===== src/rtl/fifo_byte_packer.sv =====
// Packs bytes popped from a show-ahead FIFO into BYTES_PER_WORD-byte words on a valid/ready port.
// Define PACK_TIMEOUT_EN to flush a partial word after TIMEOUT idle cycles.
module fifo_byte_packer #(
    parameter int unsigned BYTES_PER_WORD = 4,
    parameter int unsigned TIMEOUT        = 16
) (
    input  logic                        clk,
    input  logic                        rst,
    input  logic                        fifo_rdy_i,
    input  logic [7:0]                  fifo_data_i,
    output logic                        fifo_rd_o,
    output logic [8*BYTES_PER_WORD-1:0] word_o,
    output logic [BYTES_PER_WORD-1:0]   keep_o,
    output logic                        word_vld_o,
    input  logic                        word_rdy_i,
    output logic [15:0]                 word_cnt_o
);

    localparam int unsigned IDX_W  = $clog2(BYTES_PER_WORD);
    localparam int unsigned WORD_W = 8 * BYTES_PER_WORD;
    localparam logic [IDX_W-1:0] LAST_IDX = IDX_W'(BYTES_PER_WORD - 1);

    if (BYTES_PER_WORD < 2 || BYTES_PER_WORD > 8 || TIMEOUT < 2 || TIMEOUT > 255) begin : g_param_check
        $error("fifo_byte_packer: parameter out of range");
    end

    typedef enum logic {
        FILL = 1'b0,
        HOLD = 1'b1
    } state_e;

    state_e                    state_q, state_d;
    logic [IDX_W-1:0]          idx_q, idx_d;
    logic [WORD_W-1:0]         word_q, word_d;
    logic [BYTES_PER_WORD-1:0] keep_q, keep_d;
    logic                      vld_q, vld_d;
    logic [15:0]               cnt_q, cnt_d;
    logic                      pop_c;

`ifdef PACK_TIMEOUT_EN
    localparam logic [7:0] TIMEOUT_LIM = 8'(TIMEOUT);
    logic [7:0]                idle_q, idle_d;
`endif

    // Pop only while filling; the FIFO head is valid whenever fifo_rdy_i is high.
    assign pop_c     = (state_q == FILL) && fifo_rdy_i;
    assign fifo_rd_o = pop_c;

    always_comb begin
        state_d = state_q;
        idx_d   = idx_q;
        word_d  = word_q;
        keep_d  = keep_q;
        vld_d   = vld_q;
        cnt_d   = cnt_q;
`ifdef PACK_TIMEOUT_EN
        idle_d  = idle_q;
`endif
        case (state_q)
            FILL: begin
                if (pop_c) begin
                    word_d[{idx_q, 3'b000} +: 8] = fifo_data_i;
                    keep_d[idx_q]                = 1'b1;
`ifdef PACK_TIMEOUT_EN
                    idle_d = 8'd0;
`endif
                    if (idx_q == LAST_IDX) begin
                        state_d = HOLD;
                        vld_d   = 1'b1;
                    end else begin
                        idx_d = idx_q + IDX_W'(1);
                    end
                end
`ifdef PACK_TIMEOUT_EN
                // Idle with a partial word: flush it once the counter hits TIMEOUT.
                else if (idx_q != '0) begin
                    idle_d = idle_q + 8'd1;
                    if (idle_d == TIMEOUT_LIM) begin
                        state_d = HOLD;
                        vld_d   = 1'b1;
                    end
                end
`endif
            end
            HOLD: begin
                if (word_rdy_i) begin
                    state_d = FILL;
                    vld_d   = 1'b0;
                    keep_d  = '0;
                    idx_d   = '0;
                    cnt_d   = cnt_q + 16'd1;
`ifdef PACK_TIMEOUT_EN
                    idle_d  = 8'd0;
`endif
                end
            end
            default: begin
                state_d = FILL;
            end
        endcase
    end

    always_ff @(posedge clk or posedge rst) begin
        if (rst) begin
            state_q <= FILL;
            idx_q   <= '0;
            word_q  <= '0;
            keep_q  <= '0;
            vld_q   <= 1'b0;
            cnt_q   <= 16'd0;
`ifdef PACK_TIMEOUT_EN
            idle_q  <= 8'd0;
`endif
        end else begin
            state_q <= state_d;
            idx_q   <= idx_d;
            word_q  <= word_d;
            keep_q  <= keep_d;
            vld_q   <= vld_d;
            cnt_q   <= cnt_d;
`ifdef PACK_TIMEOUT_EN
            idle_q  <= idle_d;
`endif
        end
    end

    assign word_o     = word_q;
    assign keep_o     = keep_q;
    assign word_vld_o = vld_q;
    assign word_cnt_o = cnt_q;

endmodule

===== config.mk =====
export PLATFORM = sky130hd
export DESIGN_NAME = fifo_byte_packer
export DESIGN_NICKNAME = d
export VERILOG_FILES = /design/src/rtl/fifo_byte_packer.sv
export SDC_FILE = /design/constraint.sdc
export NUM_CORES = 1
export LEC_CHECK = 0
export BUFFER_PORTS_ARGS = -buffer_cell sky130_fd_sc_hd__buf_4
export CAP_MARGIN = 20
export CORE_UTILIZATION = 45
export CTS_BUF_LIST = sky130_fd_sc_hd__clkbuf_4 sky130_fd_sc_hd__clkbuf_8 sky130_fd_sc_hd__clkbuf_16
export DETAILED_ROUTE_END_ITERATION = 16
export GPL_TIMING_DRIVEN = 1
export PLACE_DENSITY = 0.79
export SYNTH_ARGS = -nofsm -noshare
export SYNTH_HDL_FRONTEND = slang
export SYNTH_SLANG_ARGS = --single-unit

===== constraint.sdc =====
create_clock -name clk -period 3.3 [get_ports clk]
set_input_delay 0.33 -clock clk [delete_from_list [all_inputs] [get_ports clk]]
set_output_delay 0.33 -clock clk [all_outputs]
set_load 0.05 [all_outputs]

# Word-level counts from Yosys, hierarchy flattened
# Cells that the tools add are included.
dict set report word_totals {
  reg_bits 56
}
dict set report op_classes {
  order_cmp 2
  bitwise 2
  n_shift 2
  add_sub_neg 3
  n_reduce_logical 7
  eq_ne 5
  n_mux 18
}
# operator count
set ops {}
lappend ops {{32-bit bitwise mux} 1}
lappend ops {{8-bit by 7-bit variable shift with 32-bit output (first input constant)} 1}
lappend ops {{8-bit by 7-bit indexed part select with 32-bit output} 1}
lappend ops {{16-bit by 1-bit adder with 16-bit output (second input constant)} 1}
lappend ops {{4-bit two-way mux} 2}
lappend ops {{4-bit one-hot mux with 2 select lines} 1}
lappend ops {{1-bit two-way mux} 7}
lappend ops {{5-bit negation with 7-bit output} 1}
lappend ops {{2-bit two-way mux} 3}
lappend ops {{2-bit != test (second input constant)} 3}
lappend ops {{2-bit AND reduction} 3}
lappend ops {{3-bit AND reduction} 2}
lappend ops {{4-bit OR} 1}
lappend ops {{1-bit one-hot mux with 2 select lines} 2}
lappend ops {{2-bit one-hot mux with 2 select lines} 1}
lappend ops {{2-bit by 3-bit less-than comparator with 1-bit output (second input constant)} 1}
lappend ops {{2-bit by 1-bit adder with 2-bit output (second input constant)} 1}
lappend ops {{1-bit demux with 2-bit select} 1}
lappend ops {{2-bit equality test (second input constant)} 1}
lappend ops {{2-bit by 1-bit >= comparator with 1-bit output (second input constant)} 1}
lappend ops {{1-bit logical AND} 2}
lappend ops {{2-bit by 1-bit != test with 1-bit output (second input constant)} 1}
lappend ops {{1-bit inverter} 1}

# Longest topological paths before layout
# Gate-level depths: netlist of the first run.
dict set report logic_depth {
  depth_word 7
  mapped_depth 7
  mapped_depth_nobuf 6
}

# Worst setup path before layout of the first run
# No wires, ideal clock.
dict set report synth_timing {
  path_kind {reg2reg}
  from {register idx_q[0]}
  to {register word_q[10], in the netlist word_o[10]}
  t_arrival_ps 1638
  setup_slack_ps 1580
  required_ps 3217
  setup_time_ps 83
  n_path_buf 1
  stages_incl_launch_ff 7
  synth_period_minus_slack_ps 1720
  path_cell_list {dfrtp_1 -> inv_1 -> ha_1 -> and3_1 -> buf_1 -> nand2_1 -> o21ai_0}
}
dict set report synth_between {
  elab_chain_cells 3
  elab_cells_between_ends 4
}
# element line_no
set synth_rtl {}
lappend synth_rtl {{start: declaration} 33} ;# logic [IDX_W-1:0] idx_q, idx_d;
lappend synth_rtl {{start signal: assignment} 116} ;# idx_q <= idx_d;
lappend synth_rtl {{5-bit negation with 7-bit output (*)} 62} ;# word_d[{idx_q, 3'b000} +: 8] = fifo_data_i;
lappend synth_rtl {{8-bit by 7-bit indexed part select with 32-bit output or 8-bit by 7-bit variable shift with 32-bit output (tied branches)} 62}
lappend synth_rtl {{32-bit bitwise mux (*)} 62}
lappend synth_rtl {{end signal: assignment} 117} ;# word_q <= word_d;
lappend synth_rtl {{end: declaration} 34} ;# logic [WORD_W-1:0] word_q, word_d;
# Mark *: on every way between the ends. The rest lies on a longest branch, timed or not.
# A chain may end at the register's enable or synchronous reset.

# Worst setup path in the final report of the first run
dict set report layout_timing {
  from {register idx_q[0]}
  to {register word_q[3], in the netlist word_o[3]}
}
# The elaborated chain is that of the path after synthesis.

==> reports/summary.txt, run 1 <==
SETUP PATH
------------------------------------------------------------------------------------
R2R setup slack                                                              1.40 ns
Worst Path Max Fanout                                                             10
Endpoint kind of the worst setup timing path                                register
Path depth of the worst reg2reg path                                               4
Reg2Reg Capture Point                                                   word_o[3]$_DFFE_PP0P_
Worst flop-to-flop path startpoint                                      idx_q[0]$_DFFE_PP0P_
Arr. time, crit path                                                         2.14 ns
Startpoint kind of the worst setup timing path                              register
Critical Setup Path Class                                               register to register
Data required, critical path                                                 3.54 ns

POWER AND IR DROP
------------------------------------------------------------------------------------
Total Power                                                               0.002793 W
Lkg Pwr                                                                     1.506 nW
IR Drop Worst-Case VDD                                                      631.0 uV
Pwr Density                                                             927.5 mW/mm^2

DIE
------------------------------------------------------------------------------------
Area of the placeable core                                              0.005107 mm^2
Die Footprint                                                           0.005592 mm^2
Top Ports                                                                         66
Width of the die                                                            74.78 um
DIE HEIGHT                                                                  74.78 um
Standard-cell row count                                                           26
Effective utilization at floorplan                                            46.67%

GLOBAL ROUTING
------------------------------------------------------------------------------------
Global-route usage over all layers                                            18.88%
Maximum number of pins on one net before global-route repair                      38
Initial antenna violation count                                                    0
Vias in the first global route                                                  1579
Total overflow reported by the global router                                       0
Wire length of the first global-routing pass                                7.852 mm

FINISH
------------------------------------------------------------------------------------
FILL cells                                                                       433
Proportion of layout cells with a drive suffix above 1                        29.03%
Post-synthesis to final-layout area growth                                    26.35%
Ant diodes                                                                         0
Count of nets after finishing                                                    300
Final core area utilization                                                   58.97%

TIMING
------------------------------------------------------------------------------------
Worst-Margin Slew                                                          0.7665 ns
Max Clock Freq                                                             525.0 MHz
Worst hold slack                                                           0.1641 ns
Shortest period the worst path allows                                       1.905 ns
Part of the cycle the worst path needs                                        57.72%
Worst Skew                                                               0.009921 ns
Total negative slack for setup checks                                           0 ns
RSZ-0062 raised after global routing                                              no
Finish-stage setup viols                                                           0
Final hold violation count                                                         0
Number of slew-limit violations in the final report                                0
Worst slew margin relative to its limit                                       48.83%

LOGIC SYNTHESIS
------------------------------------------------------------------------------------
Avg Synthesized Cell Area                                                 11.14 um^2
Post-synth top flop                                                          dfrtp_1
Combined area of all synthesized cells                                  0.002384 mm^2
Number of synthesized register bits                                               56
Top cell type's share of synthesized area                                     58.79%
Number of distinct library cells after synthesis                                  31
Library cell with the highest instance count after synthesis                 dfrtp_1
Number of enable flip-flop cells after synthesis                                   0
Cells after Synth                                                                214
Most numerous cell types in the synthesized netlist                     dfrtp_1 (56), nand2_1 (48), o21ai_0 (18)
Number of warning messages in the yosys log                                        0
Largest cells by area after synthesis                                   dfrtp_1 (59%), nand2_1 (7.6%), a22o_1 (5.9%), xnor2_1 (4.8%), ha_1 (4.7%)
Number of nets produced by synthesis                                             235
Share of flip-flops with an asynchronous set or reset after synthesis         100.0%
Sequential fraction of the synthesis area                                     58.79%
Largest area contributor in the synthesized netlist                          dfrtp_1

DRT
------------------------------------------------------------------------------------
Met1 wire length                                                            2.312 mm
DRC violations left                                                                0
First drt pass iteration count                                                     4
Detailed Route Iter0 Violations                                                  108
Via count normalized by instance count                                         4.977
Avg WL per Cell                                                             13.79 um
Total length of routed met2 wires                                           2.261 mm
Final wirelength                                                            4.813 mm
Number of routed nets with antenna violations                                      0
Met3 wire length                                                              217 um
Uppermost layer routed                                                          met4
Via Count                                                                       1737

CLOCK NETWORK
------------------------------------------------------------------------------------
Clock tree from TritonCTS                                                        yes
Hold-fix buffers, CTS                                                              0
Clock sink count                                                                  56
Post-CTS Setup Bufs                                                                0
Max H-tree Level                                                                   2
Clock root buffer master                                                    clkbuf_8
CTS-repair resized insts                                                           0
Latest clock arrival within the worst-skew pair                              0.30 ns
Maximum number of buffers from clock root to sink                                  2
Number of clock buffers inserted by TritonCTS                                      5
Clock transition at path regs                                                0.10 ns

WORST HOLD PATH
------------------------------------------------------------------------------------
Class of the tightest hold or removal check                             input port to asynchronous set/reset pin

PLACED DESIGN
------------------------------------------------------------------------------------
Final weighted congestion of routability-driven global placement              0.7539
Final HPWL from detailed placement                                          3.495 mm
IO Port Bufs                                                                      65

OUTCOME
------------------------------------------------------------------------------------
Outcome                                                                 complete, no violations

RUN
------------------------------------------------------------------------------------
Max-capacitance violation count                                                    0

-- power breakdown --
| part | internal, W | switching (W) |
|---|---|---|
| Combinational | 0.000406 | 0.000978 |
| Clock | 0.000168 | 0.000216 |
| Sequential | 0.000875 | 0.000150 |
-- layer usage --
layer / track usage (%) / vias up
met5: 0 / -
met4: 4.403 / 0
met3: 6.292 / 2
met2: 26.53 / 43
met1: 28.30 / 838
li1: - / 854
-- state kept, by name, indices dropped and copies added, names as in the netlist --
signal / cells
state_q: 1
keep_o: 4
word_cnt_o: 16
word_o: 32
idx_q: 2
word_vld_o: 1
-- logic make-up after synthesis --
group,after synthesis,share of synthesized area (%)
AOI/OAI and AO/OA,42,11.65
adders and majority gates,9,4.724
buffers and inverters,14,2.887
xor gates and xnor gates,15,5.512
DFF,56,58.79
and+or+nand+nor,77,15.96
muxes,1,0.4724
-- final cells by class --
type / instances / area (um^2) / share of cell area [%]
flip-flops and latches: 56 / 1401 / 46.53
inverters: 6 / 22.52 / 0.7478
multi-input cells: 144 / 913.4 / 30.33
repair buffers: 66 / 495.5 / 16.45
well taps: 70 / 87.58 / 2.908
clock buffers: 6 / 82.58 / 2.742
clock inverters: 1 / 8.758 / 0.2908
-- worst max path at each step --
stage	from	to	slack [ns]	depth (start not counted)
after floorplan	idx_q[0]$_DFFE_PP0P_	word_o[10]$_DFFE_PP0P_	1.58	6
after global placement	idx_q[0]$_DFFE_PP0P_	word_o[4]$_DFFE_PP0P_	1.47	4
after detailed placement	idx_q[0]$_DFFE_PP0P_	word_o[6]$_DFFE_PP0P_	1.39	4
after CTS	idx_q[0]$_DFFE_PP0P_	word_o[3]$_DFFE_PP0P_	1.39	4
after global routing	idx_q[0]$_DFFE_PP0P_	word_o[19]$_DFFE_PP0P_	1.22	5
final	idx_q[0]$_DFFE_PP0P_	word_o[3]$_DFFE_PP0P_	1.40	4
-- critical path, stage by stage, from the launching register on --
cell and delay [ns]:
dfrtp_1 0.56, inv_1 0.17, ha_1 0.43, nor4_4 0.48
a22o_1 0.20
-- per-stage QoR --
stage | worst slack [ns] | cells | cell area [um^2]
after detailed placement | 1.395 | 342 | 2920
after floorplan | 1.580 | 214 | 2384
after CTS | 1.392 | 349 | 3012
final | 1.395 | 349 | 3012
after global placement | 1.467 | 342 | 2920
after global routing | 1.220 | 349 | 3012
-- placed cells by master, fill, tap and decap left out, types with 2 or more instances in the layout --
master	Yosys	routed
o21ai_0	18	18
dfrtp_1	56	56
a22o_1	16	16
ha_1	9	9
xor2_1	2	2
and3_1	5	5
buf_4	1	66
nor2_1	5	5
xnor2_1	13	13
clkbuf_8	0	6
nand4_1	3	3
nand2_1	48	48
inv_1	6	5
nand3_1	5	5
o22ai_1	2	2
a21oi_1	5	5
(Power assumes the default switching activity.)
==> inputs of run 2 (changes only) <==
==> constraint.sdc (replaced) <==
create_clock -name clk -period 1.8 [get_ports clk]
set_input_delay 0.18 -clock clk [delete_from_list [all_inputs] [get_ports clk]]
set_output_delay 0.18 -clock clk [all_outputs]
set_load 0.05 [all_outputs]
==> reports/summary.txt, run 2 (synthesis results as in run 1) <==
OUTCOME
-------------------------------------------------------------------------------
Outcome                                                            complete, no violations

TIMING
-------------------------------------------------------------------------------
Max Clock Freq                                                        621.3 MHz   +18%
Worst Skew                                                          0.005916 ns   -0.004005 ns
Part of the cycle the worst path needs                                   89.41%   +32 points
Number of slew-limit violations in the final report                           0   unchanged
Final hold violation count                                                    0   unchanged
Worst slew margin relative to its limit                                  62.82%   +14 points
Finish-stage setup viols                                                      0   unchanged
Worst-Margin Slew                                                     0.5569 ns   -0.2095 ns
Shortest period the worst path allows                                  1.609 ns   -0.2952 ns
RSZ-0062 raised after global routing                                         no
Total negative slack for setup checks                                      0 ns   unchanged

GLOBAL ROUTING
-------------------------------------------------------------------------------
Total overflow reported by the global router                                  0   unchanged
Met2 track utilization from global routing                               29.73%   +3.2 points
Maximum number of pins on one net before global-route repair                 28   -26%
Met1 usage                                                               24.21%   -4.1 points
Initial antenna violation count                                               0   unchanged
Routing usage on met3                                                    4.953%   -1.3 points
Grt peak-use layer                                                         met2
Global-route usage over all layers                                       18.21%   -0.67 points
Vias in the first global route                                             1624   +2.8%
Wire length of the first global-routing pass                           7.652 mm   -2.5%

DRT
-------------------------------------------------------------------------------
Detailed Route Iter0 Violations                                              81   -25%
Final wirelength                                                       4.773 mm   -0.83%
Via count normalized by instance count                                    5.028   +1.0%
Via Count                                                                  1790   +3.1%
Avg WL per Cell                                                        13.41 um   -2.8%
Number of routed nets with antenna violations                                 0   unchanged
First drt pass iteration count                                                4   unchanged
DRC violations left                                                           0   unchanged

DIE
-------------------------------------------------------------------------------
Die Footprint                                                      0.005592 mm^2   unchanged
Effective utilization at floorplan                                       46.67%   unchanged
Top Ports                                                                    66   unchanged
Area of the placeable core                                         0.005107 mm^2   unchanged
DIE HEIGHT                                                             74.78 um   unchanged
Width of the die                                                       74.78 um   unchanged
Standard-cell row count                                                      26   unchanged

CLOCK NETWORK
-------------------------------------------------------------------------------
Post-CTS Setup Bufs                                                           0   unchanged
Max H-tree Level                                                              2   unchanged
Clock tree from TritonCTS                                                   yes
Clock transition at path regs                                           0.09 ns   about the same
Number of clock buffers inserted by TritonCTS                                 5   unchanged
Clock root buffer master                                               clkbuf_8
Clock sink count                                                             56   unchanged
Latest clock arrival within the worst-skew pair                         0.30 ns   about the same
Maximum number of buffers from clock root to sink                             2   unchanged

WORST HOLD PATH
-------------------------------------------------------------------------------
Class of the tightest hold or removal check                        input port to register
Cell depth of the worst min-delay path                                        2

SETUP PATH
-------------------------------------------------------------------------------
Worst Path Max Fanout                                                         8   -2
Number of cells on the critical path                                          4   unchanged
CP Cell Sequence                                                   inv_1 > ha_1 > nor4_4 > a22o_1
Cell with the biggest individual delay on the critical path              nor4_4
Endpoint kind of the worst setup timing path                           register
Data required, critical path                                            2.04 ns   -1.50 ns
Max stage delay on crit path                                            0.49 ns   -0.07 ns
Combined buffer and inverter count along the critical path                    1   unchanged
Startpoint kind of the worst setup timing path                         register
Arr. time, crit path                                                    1.85 ns   -0.29 ns
Critical Setup Path Class                                          register to register
Gate family responsible for the most delay along the worst path    simple AND/OR/NAND/NOR gates
Path depth of the worst reg2reg path                                          4   unchanged

FINISH
-------------------------------------------------------------------------------
Post-synthesis to final-layout area growth                               30.24%
Leading cell type in the layout, fill and taps excluded                   buf_4
Final Non-Filler Cells                                                      356   +2.0%
Ant diodes                                                                    0   unchanged
Most frequent cells in the layout                                  buf_4 (72), dfrtp_1 (56), nand2_1 (48)
Flip-flop count of the largest register after layout                         32   unchanged
Proportion of layout cells with a drive suffix above 1                   30.42%   +1.4 points
Count of nets after finishing                                               307   +2.3%

POWER AND IR DROP
-------------------------------------------------------------------------------
IR Drop Worst-Case VDD                                                  1241 uV   +97%
Pwr Density                                                        1741 mW/mm^2   +88%
Total Power                                                          0.005405 W   +94%
Lkg Pwr                                                                1.557 nW   +3.4%

PLACED DESIGN
-------------------------------------------------------------------------------
IO Port Bufs                                                                 65   unchanged
Final HPWL from detailed placement                                     3.644 mm   +4.3%
Cell Count Post-Placement                                                   348   +1.8%
Final weighted congestion of routability-driven global placement         0.7701   +2.1%

RUN
-------------------------------------------------------------------------------
Max-capacitance violation count                                               0   unchanged

==> run 2: final timing paths <==
path	start	endpoint	slack [ns]
max reg2reg	idx_q[0]$_DFFE_PP0P_	word_o[6]$_DFFE_PP0P_	0.19
min in group asynchronous	rst	word_cnt_o[9]$_DFFE_PP0P_	0.48
min reg2reg	word_cnt_o[15]$_DFFE_PP0P_	word_cnt_o[15]$_DFFE_PP0P_	0.47
max in group asynchronous	rst	word_o[23]$_DFFE_PP0P_	0.68
min	word_rdy_i	keep_o[2]$_DFFE_PP0P_	0.08
max	idx_q[0]$_DFFE_PP0P_	word_o[6]$_DFFE_PP0P_	0.19
==> run 2: timing repair <==
| item | 4_1_cts | 5_1_grt |
|---|---|---|
| hold buffers | 1 | 0 |
| setup endpoints to repair | 0 | 0 |
| resized for setup | 0 | 0 |
| endpoints found under the hold margin | 25 | 0 |
==> run 2: area by class of cell <==
type                            count  area, um^2
Multi-Input combinational cell    144       913.4
Tap cell                           70       87.58
Inverter                            6       22.52
Sequential cell                    56        1401
Timing Repair Buffer               73       550.5
Clock inverter                      2       60.06
Clock buffer                        5       68.82
Fill cell                         427        2003
==> run 2: metrics by stage <==
stage	cell area [um^2]	hold slack (ns)	utilization (%)	worst slack, ns
after floorplan	2384	0.2790	-	0.07975
after global placement	2965	0.2711	58.06	0.2536
after detailed placement	2965	0.2754	58.06	0.1651
after CTS	3104	0.07023	60.78	0.1595
after global routing	3104	0.08183	60.78	0.02538
final	3104	0.08189	60.78	0.1906
==> run 2: power breakdown <==
group / leakage [nW] / switching, W / internal [W]
combinational: 0.740 / 0.00186 / 0.000791
sequential: 0.753 / 0.000235 / 0.00160
clock: 0.0642 / 0.000373 / 0.000547
total: 1.56 / 0.00246 / 0.00294
==> run 2: per-layer routing <==
| layer | wire [um] | vias up |
|---|---|---|
| met3 | 259 | 5 |
| li1 | - | 874 |
| met4 | 39 | 0 |
| met1 | 2127 | 858 |
| met2 | 2346 | 53 |
| met5 | 0 | - |
==> inputs of run 3 (changes only) <==
--- a/config.mk
+++ b/config.mk
@@ -7,11 +7,15 @@
 export LEC_CHECK = 0
 export BUFFER_PORTS_ARGS = -buffer_cell sky130_fd_sc_hd__buf_4
 export CAP_MARGIN = 20
-export CORE_UTILIZATION = 45
+export CELL_PAD_IN_SITES_DETAIL_PLACEMENT = 1
+export CELL_PAD_IN_SITES_GLOBAL_PLACEMENT = 2
+export CORE_ASPECT_RATIO = 0.75
+export CORE_UTILIZATION = 32
 export CTS_BUF_LIST = sky130_fd_sc_hd__clkbuf_4 sky130_fd_sc_hd__clkbuf_8 sky130_fd_sc_hd__clkbuf_16
 export DETAILED_ROUTE_END_ITERATION = 16
 export GPL_TIMING_DRIVEN = 1
-export PLACE_DENSITY = 0.79
+export PLACE_DENSITY = 0.87
 export SYNTH_ARGS = -nofsm -noshare
 export SYNTH_HDL_FRONTEND = slang
 export SYNTH_SLANG_ARGS = --single-unit
+export TNS_END_PERCENT = 10
==> reports/summary.txt, run 3 (synthesis results as in run 1) <==
OUTCOME
-------------------------------------------------------------------------------
Outcome                                                            complete, no violations

SETUP PATH
-------------------------------------------------------------------------------
Arr. time, crit path                                                    1.89 ns   +0.04 ns
Worst Path Max Fanout                                                        11   +3
Max stage delay on crit path                                            0.44 ns   -0.05 ns
CP Cell Sequence                                                   and2b_2 > nand2_2 > nor4_4 > a22o_1
Endpoint kind of the worst setup timing path                           register
Gate family responsible for the most delay along the worst path    simple AND/OR/NAND/NOR gates
Critical Setup Path Class                                          register to register
Data required, critical path                                            2.05 ns   about the same
Startpoint kind of the worst setup timing path                         register
Cell with the biggest individual delay on the critical path              nor4_4
Combined buffer and inverter count along the critical path                    0   -1

GLOBAL ROUTING
-------------------------------------------------------------------------------
Maximum number of pins on one net before global-route repair                 39   +39%
Total overflow reported by the global router                                  0   unchanged
Global-route usage over all layers                                       15.99%   -2.2 points
Vias in the first global route                                             1887   +16%
Wire length of the first global-routing pass                           9.763 mm   +28%
Initial antenna violation count                                               0   unchanged

TIMING
-------------------------------------------------------------------------------
Worst-Margin Slew                                                     0.4801 ns   -0.07683 ns
RSZ-0062 raised after global routing                                         no
Total negative slack for setup checks                                      0 ns   unchanged
Max Clock Freq                                                        612.5 MHz   -1.4%
Shortest period the worst path allows                                  1.633 ns   +0.02313 ns
Final worst-path setup slack                                          0.1675 ns   -0.02313 ns
Finish-stage setup viols                                                      0   unchanged
Worst slew margin relative to its limit                                  67.75%   +4.9 points
Part of the cycle the worst path needs                                   90.70%   +1.3 points
Worst Skew                                                           0.01264 ns   +0.006724 ns
Final hold violation count                                                    0   unchanged
Number of slew-limit violations in the final report                           0   unchanged

DRT
-------------------------------------------------------------------------------
Avg WL per Cell                                                        14.88 um   +11%
Via count normalized by instance count                                    4.695   -6.6%
First drt pass iteration count                                                4   unchanged
DRC violations left                                                           0   unchanged
Via Count                                                                  1803   +0.73%
Final wirelength                                                       5.713 mm   +20%
Detailed Route Iter0 Violations                                              80   -1.2%
Number of routed nets with antenna violations                                 0   unchanged

WORST HOLD PATH
-------------------------------------------------------------------------------
Class of the tightest hold or removal check                        input port to register

POWER AND IR DROP
-------------------------------------------------------------------------------
Pwr Density                                                        1681 mW/mm^2   -3.5%
Net Sw Power                                                         0.002546 W   +3.4%
IR Drop Worst-Case VDD                                                  1009 uV   -19%
Part of the total power dissipated in sequential elements                 35.4%   +1.4 points
Proportion of power drawn by combinational gates                          51.0%   +2.0 points
Lkg Pwr                                                                1.537 nW   -1.3%
Total Power                                                          0.005221 W   -3.4%
Internal portion of total power                                      0.002675 W   -9.1%
Switching power as a share of total power                                48.76%   +3.2 points
Part of the total power dissipated in the clock network                   13.6%   -3.4 points

FINISH
-------------------------------------------------------------------------------
Flip-flop count of the largest register after layout                         32   unchanged
Post-synthesis to final-layout area growth                               30.34%   about the same
Proportion of layout cells with a drive suffix above 1                   30.77%   +0.35 points
Most frequent cells in the layout                                  buf_4 (70), dfrtp_1 (56), nand2_1 (48)
Leading cell type in the layout, fill and taps excluded                   buf_4
Count of nets after finishing                                               306   -0.33%
Post-Layout Inst Area                                              0.003107 mm^2   about the same
Final core area utilization                                              44.42%   -16 points
FILL cells                                                                  805   +89%
Ant diodes                                                                    0   unchanged

CLOCK NETWORK
-------------------------------------------------------------------------------
Clock root buffer master                                               clkbuf_8
Number of clock buffers inserted by TritonCTS                                 5   unchanged
Clock sink count                                                             56   unchanged
Maximum number of buffers from clock root to sink                             2   unchanged
Max H-tree Level                                                              2   unchanged
Latest clock arrival within the worst-skew pair                         0.31 ns   about the same
Clock tree from TritonCTS                                                   yes
Clock transition at path regs                                           0.10 ns   about the same

PLACED DESIGN
-------------------------------------------------------------------------------
Area of placed instances                                           0.003005 mm^2   +1.4%
Final HPWL from detailed placement                                     4.317 mm   +18%
Final weighted congestion of routability-driven global placement         0.7523   -2.3%
Minimum setup slack after placement                                   0.1615 ns   -0.003609 ns
IO Port Bufs                                                                 65   unchanged

DIE
-------------------------------------------------------------------------------
Area of the placeable core                                         0.006994 mm^2   +37%
DIE HEIGHT                                                             76.74 um   +2.6%
Standard-cell row count                                                      26   unchanged
Effective utilization at floorplan                                       34.08%   -13 points
Die Footprint                                                      0.007801 mm^2   +40%
Top Ports                                                                    66   unchanged
Width of the die                                                       101.7 um   +36%

RUN
-------------------------------------------------------------------------------
Max-capacitance violation count                                               0   unchanged

[run 3: through the flow]
stage          hold slack [ns]  cells
2_1_floorplan           0.2790    214
3_3_place_gp            0.2098    375
3_5_place_dp            0.2115    375
4_1_cts                0.06391    384
5_1_grt                0.06704    384
6_report               0.07631    384
[run 3: area by class of cell]
cell class                      instances  area [um^2]  area share (%)
Inverter                                6        22.52          0.7249
Sequential cell                        56         1401           45.11
Timing Repair Buffer                   72        555.5           17.88
Clock inverter                          3        21.27          0.6847
Multi-Input combinational cell        144        914.6           29.44
Clock buffer                            5        68.82           2.215
Tap cell                               98        122.6           3.947
[run 3: worst register-to-register path, delay by kind of cell (launching register included)]
family | cells | cell delay (ns)
simple gates | 3 | 0.94
flops | 1 | 0.43
compound gates | 1 | 0.20
[run 3: routing by layer]
| metal | track usage, % | wire (um) | up-vias |
|---|---|---|---|
| met4 | 3.913 | 53 | 0 |
| li1 | - | - | 866 |
| met3 | 3.920 | 348 | 8 |
| met2 | 24.53 | 2540 | 46 |
| met5 | 0 | 0 | - |
| met1 | 22.53 | 2771 | 883 |
[run 3: final timing paths]
| path | start | cells past startpoint | slack, ns | endpoint |
|---|---|---|---|---|
| setup reg to reg | state_q$_DFF_PP0_ | 4 | 0.17 | word_o[1]$_DFFE_PP0P_ |
| setup / recovery | state_q$_DFF_PP0_ | 4 | 0.17 | word_o[1]$_DFFE_PP0P_ |
| max in group asynchronous | rst | 4 | 0.83 | keep_o[2]$_DFFE_PP0P_ |
| hold reg to reg | word_cnt_o[15]$_DFFE_PP0P_ | 1 | 0.48 | word_cnt_o[15]$_DFFE_PP0P_ |
| min in group asynchronous | rst | 3 | 0.42 | word_o[6]$_DFFE_PP0P_ |
| hold / removal | word_rdy_i | 2 | 0.08 | keep_o[1]$_DFFE_PP0P_ |
[run 3: what timing repair did]
action / in CTS / in global routing
endpoints found under the hold margin: 18 / 0
buffers inserted: 0 / 0
resized for setup: 0 / 1
setup endpoints to repair: 0 / 1
hold buffers: 1 / 0
[run 3: power groups by stage]
stage	Clock [W]	Sequential [W]	Combinational, W
after detailed placement	0	0.00188	0.00269
after CTS	0.000739	0.00186	0.00270
final	0.000708	0.00185	0.00266
after floorplan	0	0.00298	0.000729
after global placement	0	0.00187	0.00265
after global routing	0.000785	0.00189	0.00287
